**src/rtl/video_control_sequencer_if.sv**
```systemverilog
// Command bus between the ARM-side register-write producer and the video
// control sequencer.
//   cmd_valid  producer -> sequencer  command present
//   cmd_ready  sequencer -> producer  command accepted when valid && ready
//   cmd_op     producer -> sequencer  formatter opcode
//   cmd_data   producer -> sequencer  opcode payload
interface video_control_sequencer_if;
  logic        cmd_valid;
  logic        cmd_ready;
  logic [7:0]  cmd_op;
  logic [31:0] cmd_data;

  modport master (output cmd_valid, output cmd_op, output cmd_data, input cmd_ready);
  modport slave  (input cmd_valid, input cmd_op, input cmd_data, output cmd_ready);
endinterface

```
**src/rtl/video_control_sequencer.sv**
```systemverilog
// video_control_sequencer
// Sole driver of the video formatter control_op/control_data bus. Every
// request becomes a one-cycle op pulse followed by GAP_CYCLES idle cycles
// (op=0, data=0) and one IDLE cycle. Single register-write commands from the
// ARM side are queued and arbitrated against an atomic 8-step mode-set
// sequence (dimensions, max, hsync, vsync, polarity, scale, colormode, vsync
// request); a pending mode sequence always wins and is never interleaved.
//
// Build option: define VIDCTRL_CMD_FIFO_EN for a 2^FIFO_AW-entry command FIFO;
// otherwise a single holding register is used.
//
// Ports
//   m_axis_vid_aclk       clock
//   aresetn               asynchronous active-low reset
//   cmd                   command bus (slave modport)
//   mode_start            one-cycle request to run the mode-set sequence
//   mode_*                mode fields, latched on an accepted mode_start
//   mode_busy             accepted mode_start until sequence done
//   seq_done              one-cycle pulse after the final gap of a sequence
//   control_op/data       formatter control bus
module video_control_sequencer #(
  parameter int unsigned GAP_CYCLES = 3,
  parameter int unsigned FIFO_AW    = 4
) (
  input  logic                            m_axis_vid_aclk,
  input  logic                            aresetn,
  video_control_sequencer_if.slave        cmd,
  input  logic                            mode_start,
  input  logic [11:0]                     mode_width,
  input  logic [11:0]                     mode_height,
  input  logic [15:0]                     mode_h_max,
  input  logic [15:0]                     mode_v_max,
  input  logic [15:0]                     mode_hs_start,
  input  logic [15:0]                     mode_hs_end,
  input  logic [15:0]                     mode_vs_start,
  input  logic [15:0]                     mode_vs_end,
  input  logic                            mode_polarity,
  input  logic [1:0]                      mode_scale,
  input  logic [2:0]                      mode_colormode,
  output logic                            mode_busy,
  output logic                            seq_done,
  output logic [7:0]                      control_op,
  output logic [31:0]                     control_data
);

  localparam logic [1:0] ST_IDLE = 2'd0;
  localparam logic [1:0] ST_EMIT = 2'd1;
  localparam logic [1:0] ST_GAP  = 2'd2;

  localparam logic [3:0] GAP_LOAD = 4'(GAP_CYCLES - 1);

  logic [1:0]  state_q, state_d;
  logic [3:0]  gap_cnt_q, gap_cnt_d;
  logic [7:0]  op_q, op_d;
  logic [31:0] data_q, data_d;
  logic [2:0]  step_q, step_d;
  logic        last_q, last_d;
  logic        busy_q, busy_d;
  logic        done_q, done_d;

  // Latched mode fields
  logic [11:0] mw_q, mh_q;
  logic [15:0] hmax_q, vmax_q, hss_q, hse_q, vss_q, vse_q;
  logic        pol_q;
  logic [1:0]  scale_q;
  logic [2:0]  cmode_q;

  logic        mode_accept;
  logic [7:0]  step_op;
  logic [31:0] step_data;

  // Command queue view shared by both build variants
  logic        q_empty;
  logic [39:0] q_head;
  logic        q_pop;
  logic        q_push;

  assign mode_accept = mode_start && !busy_q;
  // Opcode 0 is consumed by the handshake but never stored.
  assign q_push      = cmd.cmd_valid && cmd.cmd_ready && (cmd.cmd_op != 8'd0);

`ifdef VIDCTRL_CMD_FIFO_EN
  localparam int unsigned DEPTH = 1 << FIFO_AW;

  logic [39:0]      fifo_mem_q [DEPTH];
  logic [FIFO_AW:0] wr_ptr_q, rd_ptr_q;
  logic             q_full;

  assign q_empty = (wr_ptr_q == rd_ptr_q);
  assign q_full  = (wr_ptr_q[FIFO_AW] != rd_ptr_q[FIFO_AW]) &&
                   (wr_ptr_q[FIFO_AW-1:0] == rd_ptr_q[FIFO_AW-1:0]);
  assign q_head  = fifo_mem_q[rd_ptr_q[FIFO_AW-1:0]];
  // A pop while full does not open a slot for a same-cycle push.
  assign cmd.cmd_ready = !q_full;

  always_ff @(posedge m_axis_vid_aclk) begin
    if (q_push) fifo_mem_q[wr_ptr_q[FIFO_AW-1:0]] <= {cmd.cmd_op, cmd.cmd_data};
  end

  always_ff @(posedge m_axis_vid_aclk or negedge aresetn) begin
    if (!aresetn) begin
      wr_ptr_q <= '0;
      rd_ptr_q <= '0;
    end else begin
      if (q_push) wr_ptr_q <= wr_ptr_q + 1'b1;
      if (q_pop)  rd_ptr_q <= rd_ptr_q + 1'b1;
    end
  end
`else
  logic        hold_valid_q;
  logic [39:0] hold_q;
  logic        unused_fifo_aw;

  // FIFO_AW only sizes the FIFO build.
  assign unused_fifo_aw = (FIFO_AW != 0);

  assign q_empty       = !hold_valid_q;
  assign q_head        = hold_q;
  assign cmd.cmd_ready = !hold_valid_q;

  // Push only when empty and pop only when full, so the two never coincide.
  always_ff @(posedge m_axis_vid_aclk or negedge aresetn) begin
    if (!aresetn) begin
      hold_valid_q <= 1'b0;
      hold_q       <= '0;
    end else if (q_push) begin
      hold_valid_q <= 1'b1;
      hold_q       <= {cmd.cmd_op, cmd.cmd_data};
    end else if (q_pop) begin
      hold_valid_q <= 1'b0;
    end
  end
`endif

  always_ff @(posedge m_axis_vid_aclk or negedge aresetn) begin
    if (!aresetn) begin
      mw_q    <= '0;
      mh_q    <= '0;
      hmax_q  <= '0;
      vmax_q  <= '0;
      hss_q   <= '0;
      hse_q   <= '0;
      vss_q   <= '0;
      vse_q   <= '0;
      pol_q   <= 1'b0;
      scale_q <= '0;
      cmode_q <= '0;
    end else if (mode_accept) begin
      mw_q    <= mode_width;
      mh_q    <= mode_height;
      hmax_q  <= mode_h_max;
      vmax_q  <= mode_v_max;
      hss_q   <= mode_hs_start;
      hse_q   <= mode_hs_end;
      vss_q   <= mode_vs_start;
      vse_q   <= mode_vs_end;
      pol_q   <= mode_polarity;
      scale_q <= mode_scale;
      cmode_q <= mode_colormode;
    end
  end

  always_comb begin
    step_op   = '0;
    step_data = '0;
    case (step_q)
      3'd0: begin step_op = 8'd2;  step_data = {4'b0, mh_q, 4'b0, mw_q}; end
      3'd1: begin step_op = 8'd6;  step_data = {vmax_q, hmax_q};         end
      3'd2: begin step_op = 8'd7;  step_data = {hss_q, hse_q};           end
      3'd3: begin step_op = 8'd8;  step_data = {vss_q, vse_q};           end
      3'd4: begin step_op = 8'd10; step_data = {31'b0, pol_q};           end
      3'd5: begin step_op = 8'd4;  step_data = {30'b0, scale_q};         end
      3'd6: begin step_op = 8'd1;  step_data = {29'b0, cmode_q};         end
      3'd7: begin step_op = 8'd5;  step_data = 32'd1;                    end
      default: ;
    endcase
  end

  always_comb begin
    state_d   = state_q;
    gap_cnt_d = gap_cnt_q;
    op_d      = op_q;
    data_d    = data_q;
    step_d    = step_q;
    last_d    = last_q;
    busy_d    = busy_q;
    done_d    = 1'b0;
    q_pop     = 1'b0;

    if (mode_accept) busy_d = 1'b1;

    case (state_q)
      ST_IDLE: begin
        if (busy_q) begin
          op_d    = step_op;
          data_d  = step_data;
          last_d  = (step_q == 3'd7);
          step_d  = step_q + 3'd1;
          state_d = ST_EMIT;
        end else if (mode_accept) begin
          // Hold the queue back one cycle so the newly accepted sequence
          // is emitted ahead of any waiting command.
        end else if (!q_empty) begin
          op_d    = q_head[39:32];
          data_d  = q_head[31:0];
          q_pop   = 1'b1;
          last_d  = 1'b0;
          state_d = ST_EMIT;
        end
      end
      ST_EMIT: begin
        op_d      = '0;
        data_d    = '0;
        gap_cnt_d = GAP_LOAD;
        state_d   = ST_GAP;
      end
      ST_GAP: begin
        if (gap_cnt_q == 4'd0) begin
          state_d = ST_IDLE;
          if (last_q) begin
            busy_d = 1'b0;
            done_d = 1'b1;
            last_d = 1'b0;
            step_d = '0;
          end
        end else begin
          gap_cnt_d = gap_cnt_q - 4'd1;
        end
      end
      default: begin
        state_d = ST_IDLE;
        op_d    = '0;
        data_d  = '0;
      end
    endcase
  end

  always_ff @(posedge m_axis_vid_aclk or negedge aresetn) begin
    if (!aresetn) begin
      state_q   <= ST_IDLE;
      gap_cnt_q <= '0;
      op_q      <= '0;
      data_q    <= '0;
      step_q    <= '0;
      last_q    <= 1'b0;
      busy_q    <= 1'b0;
      done_q    <= 1'b0;
    end else begin
      state_q   <= state_d;
      gap_cnt_q <= gap_cnt_d;
      op_q      <= op_d;
      data_q    <= data_d;
      step_q    <= step_d;
      last_q    <= last_d;
      busy_q    <= busy_d;
      done_q    <= done_d;
    end
  end

  assign control_op   = op_q;
  assign control_data = data_q;
  assign mode_busy    = busy_q;
  assign seq_done     = done_q;

endmodule

```
**src/flat_wrapper.sv**
```systemverilog
// flat-port wrapper written by rule: the top's interface ports become plain ports
module video_control_sequencer_flat 
#(
  parameter int unsigned GAP_CYCLES = 3,
  parameter int unsigned FIFO_AW    = 4
)
  (m_axis_vid_aclk, aresetn, mode_start, mode_width, mode_height, mode_h_max, mode_v_max, mode_hs_start, mode_hs_end, mode_vs_start, mode_vs_end, mode_polarity, mode_scale, mode_colormode, mode_busy, seq_done, control_op, control_data, cmd_cmd_valid, cmd_cmd_op, cmd_cmd_data, cmd_cmd_ready);
  video_control_sequencer_if cmd_i ();
  input  logic m_axis_vid_aclk;
  input  logic aresetn;
  input  logic mode_start;
  input  logic [11:0] mode_width;
  input  logic [11:0] mode_height;
  input  logic [15:0] mode_h_max;
  input  logic [15:0] mode_v_max;
  input  logic [15:0] mode_hs_start;
  input  logic [15:0] mode_hs_end;
  input  logic [15:0] mode_vs_start;
  input  logic [15:0] mode_vs_end;
  input  logic mode_polarity;
  input  logic [1:0] mode_scale;
  input  logic [2:0] mode_colormode;
  output logic mode_busy;
  output logic seq_done;
  output logic [7:0] control_op;
  output logic [31:0] control_data;
  input wire logic [$bits(cmd_i.cmd_valid)-1:0] cmd_cmd_valid;
  input wire logic [$bits(cmd_i.cmd_op)-1:0] cmd_cmd_op;
  input wire logic [$bits(cmd_i.cmd_data)-1:0] cmd_cmd_data;
  output wire logic [$bits(cmd_i.cmd_ready)-1:0] cmd_cmd_ready;
  assign cmd_i.cmd_valid = cmd_cmd_valid;
  assign cmd_i.cmd_op = cmd_cmd_op;
  assign cmd_i.cmd_data = cmd_cmd_data;
  assign cmd_cmd_ready = cmd_i.cmd_ready;
  video_control_sequencer #(.GAP_CYCLES(GAP_CYCLES), .FIFO_AW(FIFO_AW)) u_core (.m_axis_vid_aclk(m_axis_vid_aclk), .aresetn(aresetn), .cmd(cmd_i), .mode_start(mode_start), .mode_width(mode_width), .mode_height(mode_height), .mode_h_max(mode_h_max), .mode_v_max(mode_v_max), .mode_hs_start(mode_hs_start), .mode_hs_end(mode_hs_end), .mode_vs_start(mode_vs_start), .mode_vs_end(mode_vs_end), .mode_polarity(mode_polarity), .mode_scale(mode_scale), .mode_colormode(mode_colormode), .mode_busy(mode_busy), .seq_done(seq_done), .control_op(control_op), .control_data(control_data));
endmodule
```
**config.mk**
```make
export PLATFORM = sky130hd
export DESIGN_NAME = video_control_sequencer_flat
export DESIGN_NICKNAME = d
export VERILOG_FILES = /design/src/rtl/video_control_sequencer_if.sv /design/src/rtl/video_control_sequencer.sv /design/src/flat_wrapper.sv
export SDC_FILE = /design/constraint.sdc
export NUM_CORES = 1
export LEC_CHECK = 0
export BUFFER_PORTS_ARGS = -buffer_cell sky130_fd_sc_hd__buf_2
export CORE_MARGIN = 2
export CORE_UTILIZATION = 40
export CTS_BUF_LIST = sky130_fd_sc_hd__clkbuf_16
export DETAILED_ROUTE_END_ITERATION = 7
export MAX_ROUTING_LAYER = met4
export SLEW_MARGIN = 20
export SYNTH_ARGS = -nofsm -noshare
export SYNTH_HDL_FRONTEND = slang
export SYNTH_SLANG_ARGS = --single-unit
```
**constraint.sdc**
```tcl
create_clock -name m_axis_vid_aclk -period 2.6 [get_ports m_axis_vid_aclk]
set_input_delay 0.26 -clock m_axis_vid_aclk [delete_from_list [all_inputs] [get_ports m_axis_vid_aclk]]
set_output_delay 0.26 -clock m_axis_vid_aclk [all_outputs]
set_load 0.02 [all_outputs]
```
# ---- Word-level counts from Yosys, hierarchy flattened
# Index checks and enable logic that the tools add are counted.
dict set report op_classes {
  add_sub_neg 2
  mul 0
  div_mod_pow 0
  order_cmp 0
  eq_ne 15
  n_shift 0
  muxes 39
  bitwise 1
  n_reduce_logical 17
}
# op count
set op_table {}
lappend op_table {{one-hot mux 32 bit (8 select lines)} 1}
lappend op_table {{2-to-1 mux 32 bit} 3}
lappend op_table {{one-hot mux 32 bit (2 select lines)} 1}
lappend op_table {{one-hot mux 8 bit (8 select lines)} 1}
lappend op_table {{2-to-1 mux 8 bit} 3}
lappend op_table {{2-to-1 mux 1 bit} 17}
lappend op_table {{one-hot mux 8 bit (2 select lines)} 1}
lappend op_table {{equality test 3 bit (second input constant)} 4}
lappend op_table {{2-to-1 mux 3 bit} 3}
lappend op_table {{2-to-1 mux 2 bit} 4}
lappend op_table {{one-hot mux 4 bit (2 select lines)} 1}
lappend op_table {{AND reduction 4 bit} 2}
lappend op_table {{nonzero test 8 bit} 1}
lappend op_table {{equality test 3 x 2 -> 1 bit (second input constant)} 2}
lappend op_table {{!= test 2 x 1 -> 1 bit (second input constant)} 3}
lappend op_table {{one-hot mux 2 bit (3 select lines)} 1}
lappend op_table {{one-hot mux 3 bit (2 select lines)} 1}
lappend op_table {{AND reduction 3 bit} 2}
lappend op_table {{nonzero test 2 bit} 3}
lappend op_table {{zero test 4 bit} 1}
lappend op_table {{2-to-1 mux 4 bit} 1}
lappend op_table {{subtractor 4 x 1 -> 4 bit (second input constant)} 1}
lappend op_table {{adder 3 x 1 -> 3 bit (second input constant)} 1}
lappend op_table {{equality test 3 x 1 -> 1 bit (second input constant)} 1}
lappend op_table {{12 further kinds} 15}
dict set report word_totals {
  regBits 219
  latchBits 0
  ramBits 0
  romBits 0
  input_bits 170
  output_inout_bits 43
  wordCells 95
  mem_count 0
}

# ---- Depth between registers and ports, before layout
# Gate-level depths: netlist (run 1).
dict set report logic_depth {
  word_depth 7
  ltp_mapped 10
  ltp_nobuf 6
}

# ---- Worst setup path before layout (run 1)
# No wires, ideal clock.
dict set report synth_timing {
  path_kind {register -> register}
  from {register u_core.step_q[0]}
  to {register u_core.data_q[10], in the netlist u_core.control_data[10]}
  setup_time_ns 0.121
  arrival_ns 1.848
  required_time_ns 2.479
  setup_slack_ns 0.631
  path_stages_with_launch 10
  path_buffers 3
  period_less_slack_ns 1.969
  path_cell_list {dfrtp_1 ha_1 ha_1 clkbuf_1 a211oi_2 and2_1 buf_4 buf_6 a31oi_1 a22o_1}
}
dict set report synth_via {
  elab_chain_len 4
  elab_cells_between_ends 11
  cone_classes {7 x eq/ne; 3 x mux; 1 x reduce/logical}
}
# item line_no
set synth_lines {}
lappend synth_lines {{start: declaration} video_control_sequencer.sv:56} ;# logic [2:0] step_q, step_d;
lappend synth_lines {{start signal: assignment} video_control_sequencer.sv:253} ;# step_q <= step_d;
lappend synth_lines {{equality test 3 bit (tied with other cells)} video_control_sequencer.sv:166} ;# case (step_q)
lappend synth_lines {{one-hot mux 32 bit (8 select lines) (*)} video_control_sequencer.sv:166}
lappend synth_lines {{2-to-1 mux 32 bit (*)} video_control_sequencer.sv:194} ;# if (busy_q) begin
lappend synth_lines {{one-hot mux 32 bit (2 select lines) (*)} video_control_sequencer.sv:192} ;# case (state_q)
lappend synth_lines {{end signal: assignment} video_control_sequencer.sv:252} ;# data_q <= data_d;
lappend synth_lines {{end: declaration} video_control_sequencer.sv:55} ;# logic [31:0] data_q, data_d;
# Every way passes the cells marked *; elsewhere a longest branch is shown, timed or not.
# A chain may end at the register's enable or synchronous reset.

# ---- Worst setup path after layout (run 1)
dict set report layout_timing {
  from {register u_core.step_q[0]}
  to {register u_core.data_q[26], in the netlist u_core.control_data[26]}
}
# Same word-level chain as after synthesis.

==> summary.md, run 1 <==
| Metric | Value |
|---|---|
| Status | `finished, final reports clean` |
| Clock root cell | `clkbuf_16` |
| Worst Hold Class | `in2reg` |
| FF+latch count, synth | `219` |
| Reg clk slew, reported paths | `60 ps` |
| Antenna violations before repair | `2` |
| First-pass GRT wire length | `44.42 mm` |
| WL per Instance | `19.56 µm` |
| Area growth from synthesis to layout | `37.83%` |
| Layout cells sized above 1 | `38.15%` |
| Critical Path Fanout Max | `30` |
| Hold depth | `2` |
| Synthesized netlist cell count | `727` |
| Commonest non-fill, non-tap cell in the layout | `dfrtp_1` |
| First-pass detailed-route iteration total | `7` |
| Post-route setup slack | `172.5 ps` |
| Post-place setup slack | `88.00 ps` |
| Avg Synthesized Cell Area | `13.21 µm²` |
| I/O Pins | `213` |
| CORE AREA | `23540 µm²` |
| Drt total wl | `27.81 mm` |
| Core Rows | `56` |
| Initial core utilization | `40.80%` |
| Port Buffers | `212` |
| Worst-Skew Late Latency | `520 ps` |
| Max Buffers Root-to-Sink | `3` |
| Worst path arrival time | `2880 ps` |
| Detailed Place HPWL | `17.43 mm` |
| Fin crit period | `2428 ps` |
| Die Ht | `159.0 µm` |
| Synth warn | `0` |
| GRT Total Usage | `22.88%` |
| Register area | `5482 µm²` |
| Async set-reset flop share out of synthesis | `100.0%` |
| Initial DRC Count | `518` |
| CP max stage cell | `nor2b_4` |
| Residual DRC | `0` |
| TritonCTS clock tree | `built` |
| Tcrit/Tclk final | `93.37%` |
| Area of the multi-input gates | `3687 µm²` |
| Unique masters post-synth | `48` |
| GPL Wtd Cong | `0.8178` |
| Final Hold Vio Count | `0` |
| Power density over the cells | `1090 nW/µm²` |
| Synth Flop Type | `dfrtp_1` |
| Worst slew margin | `36.05%` |
| Die area | `25270 µm²` |
| Vias after detailed routing | `7377` |
| Sequential share of power | `41.6%` |
| Worst vdd ir | `0.0005413 V` |
| P_sw | `4948 µW` |
| Setup crit start kind | `flop` |
| Die Width | `159.0 µm` |
| Commonest non-fill, non-tap cells in the layout | `dfrtp_1 (218), buf_2 (211), dlygate4sd3_1 (154)` |
| LEAKAGE | `0.006209 µW` |
| Setup TNS | `0 ps` |
| Actual slew at the worst max-slew pin | `957.2 ps` |
| EDFF count, synth | `0` |
| F_max | `411.9 MHz` |
| Vias in the first global route | `7777` |
| Vias per cell | `5.188` |
| Final Max Tran Viols | `0` |
| Post-route ant nets | `0` |
| CTS H-tree lvls | `1` |
| Pwr Total | `14430 µW` |
| Overflow after GRT | `0` |
| RSZ-0062 raised after global routing | `no` |
| Total CTS buffers | `24` |
| Worst-case reg-to-reg path depth | `6` |
| Req. time, crit path | `3050 ps` |
| Post-synthesis sequential area ratio | `57.06%` |
| Syn_nets | `905` |
| NumNets Final | `1262` |
| Fill cells | `1948` |
| Combinational group share of total power | `36.6%` |
| Clk sink count | `219` |
| Nature of the critical path endpoint | `flop` |
| Internal power | `9482 µW` |
| Total of max-cap violations | `0` |
| Clk_skew | `11.05 ps` |
| Max stage delay on crit path | `840 ps` |
| Sw frac | `34.29%` |
| Finish-stage setup viols | `0` |
| Largest net degree at the start of global routing | `93` |
| Power share of the clock group | `21.8%` |
| Worst setup path class | `reg2reg` |
| CP Cell Sequence | `inv_1, ha_1, nor2b_4, a222oi_1, a21oi_1, a22o_1` |
| Mapped Area | `9604 µm²` |
-- power by group through the flow --
stage	registers [µW]	clock network (µW)	logic, µW
6_report	6000	3150	5290
5_1_grt	6160	3360	5770
4_1_cts	5980	3220	5310
3_5_place_dp	6020	0	5110
3_3_place_gp	6020	0	5010
2_1_floorplan	5910	0	3590
-- critical path: cells and delay by family, from the launching register on --
kind / cells / cell delay (ps)
and+or+nand+nor: 1 / 840
AOI/OAI and AO/OA: 3 / 680
adders and majority gates: 1 / 300
DFF: 1 / 420
buffers and inverters: 1 / 100
-- cell families (layout without fill, tap and decap cells) --
| logic type | count (synthesis) | after routing | share of synthesized area (%) |
|---|---|---|---|
| multiplexers | 153 | 153 | 19.40 |
| flip-flops | 219 | 219 | 57.06 |
| other | 0 | 2 | 0 |
| XOR/XNOR | 2 | 2 | 0.1824 |
| adder cells (fa/ha/maj) | 8 | 8 | 1.042 |
| buffers and inverters | 89 | 463 | 4.937 |
| AND/OR/NAND/NOR | 89 | 89 | 4.156 |
| AO/OA/AOI/OAI | 167 | 167 | 13.22 |
-- stage by stage --
step | instance area, µm² | std cells | utilization, % | hold WS [ps]
finish | 13240 | 1422 | 56.23 | 19.95
global route | 13240 | 1422 | 56.23 | 7.372
CTS | 13230 | 1420 | 56.18 | 0.005329
detailed placement | 10960 | 1223 | 46.56 | 274.6
global placement | 10960 | 1223 | 46.56 | 282.4
floorplan | 9604 | 727 | - | -35.59
-- final cells by class --
cell class                      count  share of cell area (%)
Sequential cell                   219                   41.41
Clock inverter                     18                  0.7372
Clock buffer                       25                   4.726
Inverter                           37                   1.049
Tap cell                          319                   3.015
Multi-Input combinational cell    419                   27.85
Timing Repair Buffer              383                   21.17
Antenna cell                        2                 0.03781
-- registers in the layout, summed over array words and instances, names as in the netlist, 2 cells and up --
register,cells
u_core.cmode_q,3
u_core.control_data,32
u_core.control_op,8
u_core.gap_cnt_q,4
u_core.hmax_q,16
u_core.hold_q,40
u_core.hse_q,16
u_core.hss_q,16
u_core.mh_q,12
u_core.mw_q,12
u_core.scale_q,2
u_core.state_q,2
u_core.step_q,3
u_core.vmax_q,16
u_core.vse_q,16
u_core.vss_q,16
-- synthesized netlist by cell type (2+ instances only) --
cell type / count / area share (%)
a221o_1: 3 / 0.31
dfrtp_1: 219 / 57
nor3b_1: 2 / 0.16
nor3_1: 3 / 0.16
nor2b_1: 6 / 0.39
mux2_2: 109 / 13
clkbuf_1: 15 / 0.59
inv_1: 37 / 1.4
mux2_4: 39 / 6.1
buf_6: 3 / 0.35
nor4_1: 2 / 0.13
a222oi_1: 31 / 3.2
a31oi_1: 21 / 1.4
buf_2: 24 / 1.3
o2bb2ai_1: 10 / 0.91
a211oi_2: 2 / 0.26
ha_1: 8 / 1.0
a21o_1: 2 / 0.16
buf_4: 6 / 0.47
o32ai_1: 2 / 0.18
nor2_1: 33 / 1.3
mux2i_1: 5 / 0.52
and3_1: 2 / 0.13
or2_1: 2 / 0.13
o21ai_0: 27 / 1.4
a22o_1: 32 / 2.9
a2bb2oi_1: 2 / 0.18
buf_12: 4 / 0.83
nand2_1: 32 / 1.3
a21oi_1: 26 / 1.4
-- per-layer routing --
metal	part of all wire, %	vias up	track usage, %	routed length, µm
li1	-	3374	-	-
met5	0	-	-	0
met1	44	3687	29.97	12280
met2	48	262	36.98	13320
met4	3.0	0	6.860	830
met3	5.0	54	3.647	1387
-- final timing paths --
path	start	to	slack (ps)
hold reg to reg	u_core.control_op[1]$_DFFE_PN0P_	u_core.control_op[1]$_DFFE_PN0P_	470
min in group asynchronous	aresetn	u_core.hold_q[10]$_DFFE_PN0P_	330
hold / removal	cmd_cmd_data[2]	u_core.hold_q[2]$_DFFE_PN0P_	20
max in group asynchronous	aresetn	u_core.control_data[17]$_DFFE_PN0P_	1550
setup / recovery	u_core.step_q[0]$_DFFE_PN0P_	u_core.control_data[26]$_DFFE_PN0P_	170
setup reg to reg	u_core.step_q[0]$_DFFE_PN0P_	u_core.control_data[26]$_DFFE_PN0P_	170
-- timing repair --
action	CTS	global route
gates resized for setup	0	1
hold endpoints to repair	218	0
buffers inserted	0	0
hold buffers	154	0
setup endpoints to repair	0	8
Note: power is estimated with default switching activity, not from simulation.
==> run 2: changes to the inputs <==
CORE_UTILIZATION = 42   (was 40)
==> run 2 against run 1 <==
Against the previous run: global-route usage shrank 0.19 points; clock power is essentially flat; final cell count shrank 2.7%; hold slack lost 4.9 ps; critical path type unchanged.
==> summary.md, run 2 (synthesis gave the netlist of run 1 again) <==
| Metric | Value |
|---|---|
| GPL Wtd Cong | `0.7887` |
| Post-CTS setup buffers | `0` |
| Worst-Skew Late Latency | `510 ps` |
| Post-route ant nets | `0` |
| Status | `finished, final reports clean` |
| Total CTS buffers | `24` |
| Largest net degree at the start of global routing | `86` |
| Vias in the first global route | `7812` |
| CP Cell Sequence | `inv_1, ha_1, nor2b_4, a222oi_1, a21oi_1, a22o_1` |
| CP max stage cell | `nor2b_4` |
| Port Buffers | `212` |
| Beginning of the critical path | `u_core.step_q[0]$_DFFE_PN0P_` |
| Largest register FFs | `40` |
| LEAKAGE | `0.006203 µW` |
| Final Max Tran Viols | `0` |
| Detailed Place HPWL | `16.71 mm` |
| Overflow after GRT | `0` |
| Clock root cell | `clkbuf_16` |
| Nature of the critical path endpoint | `flop` |
| Worst reg2reg startpoint | `u_core.step_q[0]$_DFFE_PN0P_` |
| Antenna violations before repair | `1` |
| Fill cells | `1817` |
| Worst slew margin | `37.27%` |
| Die Width | `155.2 µm` |
| CP Capture Point | `u_core.control_data[26]$_DFFE_PN0P_` |
| Reg clk slew, reported paths | `60 ps` |
| Worst Hold Class | `in2reg` |
| Total of max-cap violations | `0` |
| Core Rows | `55` |
| First-pass GRT wire length | `41.88 mm` |
| Worst vdd ir | `0.0005452 V` |
| TritonCTS clock tree | `built` |
| Max Buffers Root-to-Sink | `3` |
| Worst setup path class | `reg2reg` |
| Die area | `24090 µm²` |
| NumNets Final | `1260` |
| GRT Total Usage | `22.69%` |
| Power density over the cells | `1094 nW/µm²` |
| Finish-stage setup viols | `0` |
| Placed Area | `10950 µm²` |
| Post-CTS sizing | `0` |
| Final Hold Vio Count | `0` |
| F_max | `433.0 MHz` |
| Design area | `13190 µm²` |
| Clk_skew | `7.471 ps` |
| Commonest non-fill, non-tap cell in the layout | `dfrtp_1` |
| R2r setup slk | `290 ps` |
| WL per Instance | `19.41 µm` |
| Hold buffer count at cts | `148` |
| Tcrit/Tclk final | `88.83%` |
| Layout cells sized above 1 | `38.47%` |
| Commonest non-fill, non-tap cells in the layout | `dfrtp_1 (218), buf_2 (211), dlygate4sd3_1 (152)` |
| I/O Pins | `213` |
| CORE AREA | `22570 µm²` |
| First-pass detailed-route iteration total | `5` |
| Area growth from synthesis to layout | `37.36%` |
| Die Ht | `155.2 µm` |
| Actual slew at the worst max-slew pin | `938.9 ps` |
| Fin crit period | `2310 ps` |
| Initial core utilization | `42.55%` |
| Setup TNS | `0 ps` |
| Critical Path Fanout Max | `30` |
| Top reg by flops | `u_core.hold_q` |
| Residual DRC | `0` |
| Vias per cell | `5.289` |
| Req. time, crit path | `3040 ps` |
| Clk sink count | `219` |
| Worst path arrival time | `2750 ps` |
| Initial DRC Count | `535` |
| Drt total wl | `26.85 mm` |
| Vias after detailed routing | `7315` |
| Reg2reg end | `u_core.control_data[26]$_DFFE_PN0P_` |
| Max stage delay on crit path | `820 ps` |
| CTS H-tree lvls | `1` |
| Worst-case reg-to-reg path depth | `6` |
| RSZ-0062 raised after global routing | `no` |
| Setup crit start kind | `flop` |
## run 2: cell count changes in the layout (fill, tap and decap cells not counted), sizes merged
cell	change
dlygate4sd3	-2
diode	-1
inv	-2
## run 2: final cells by class
| type | count | area [µm²] | share of cell area [%] |
|---|---|---|---|
| antenna | 1 | 2.502 | 0.01897 |
| clock buffer | 25 | 625.6 | 4.742 |
| clock inverter | 16 | 92.59 | 0.7018 |
| inverter | 37 | 138.9 | 1.053 |
| multi-input combinational | 419 | 3687 | 27.95 |
| sequential | 219 | 5482 | 41.55 |
| tap | 285 | 356.6 | 2.703 |
| timing repair buffer | 381 | 2808 | 21.28 |
## run 2: where the power goes
| part | switching (µW) | internal (µW) |
|---|---|---|
| clock | 1330 | 1820 |
| sequential | 918 | 5020 |
| combinational | 2650 | 2690 |
| total | 4900 | 9530 |
## run 2: routing by layer
metal	vias up	GRT usage (%)	part of all wire [%]
met1	3677	29.03	44
met3	45	3.900	5.4
li1	3373	-	-
met5	-	-	0
met4	0	6.553	2.5
met2	220	37.44	48
## run 2: worst min path at each step
stage	startpoint	to	slack, ps	cells past startpoint
after detailed placement	aresetn	u_core.mh_q[5]$_DFFE_PN0P_	270	1
after floorplan	aresetn	u_core.cmode_q[0]$_DFFE_PN0P_	-40	0
after CTS	mode_v_max[3]	u_core.vmax_q[3]$_DFFE_PN0P_	0.3	2
final	mode_v_max[6]	u_core.vmax_q[6]$_DFFE_PN0P_	20	2
after global routing	mode_v_max[6]	u_core.vmax_q[6]$_DFFE_PN0P_	5	2
after global placement	aresetn	u_core.hold_q[21]$_DFFE_PN0P_	270	1
## run 2: critical path: cells and delay by family, from the launching register on
family / cells / cell delay (ps)
DFF: 1 / 420
adders and majority gates: 1 / 300
buffers and inverters: 1 / 100
AOI/OAI and AO/OA: 3 / 600
and+or+nand+nor: 1 / 820
## run 2: metrics by stage
| stage | cells | setup slack, ps | total power [µW] | util, % | hold WS, ps |
|---|---|---|---|---|---|
| finish | 1383 | 290.5 | 14430 | 58.45 | 15.03 |
| global route | 1383 | 87.59 | 15320 | 58.45 | 5.145 |
| CTS | 1378 | 262.2 | 14540 | 58.26 | 0.2509 |
| detailed placement | 1189 | 292.2 | 11160 | 48.51 | 272.0 |
| global placement | 1189 | 65.24 | 11030 | 48.48 | 273.5 |
| floorplan | 727 | 630.6 | 9500 | - | -35.59 |
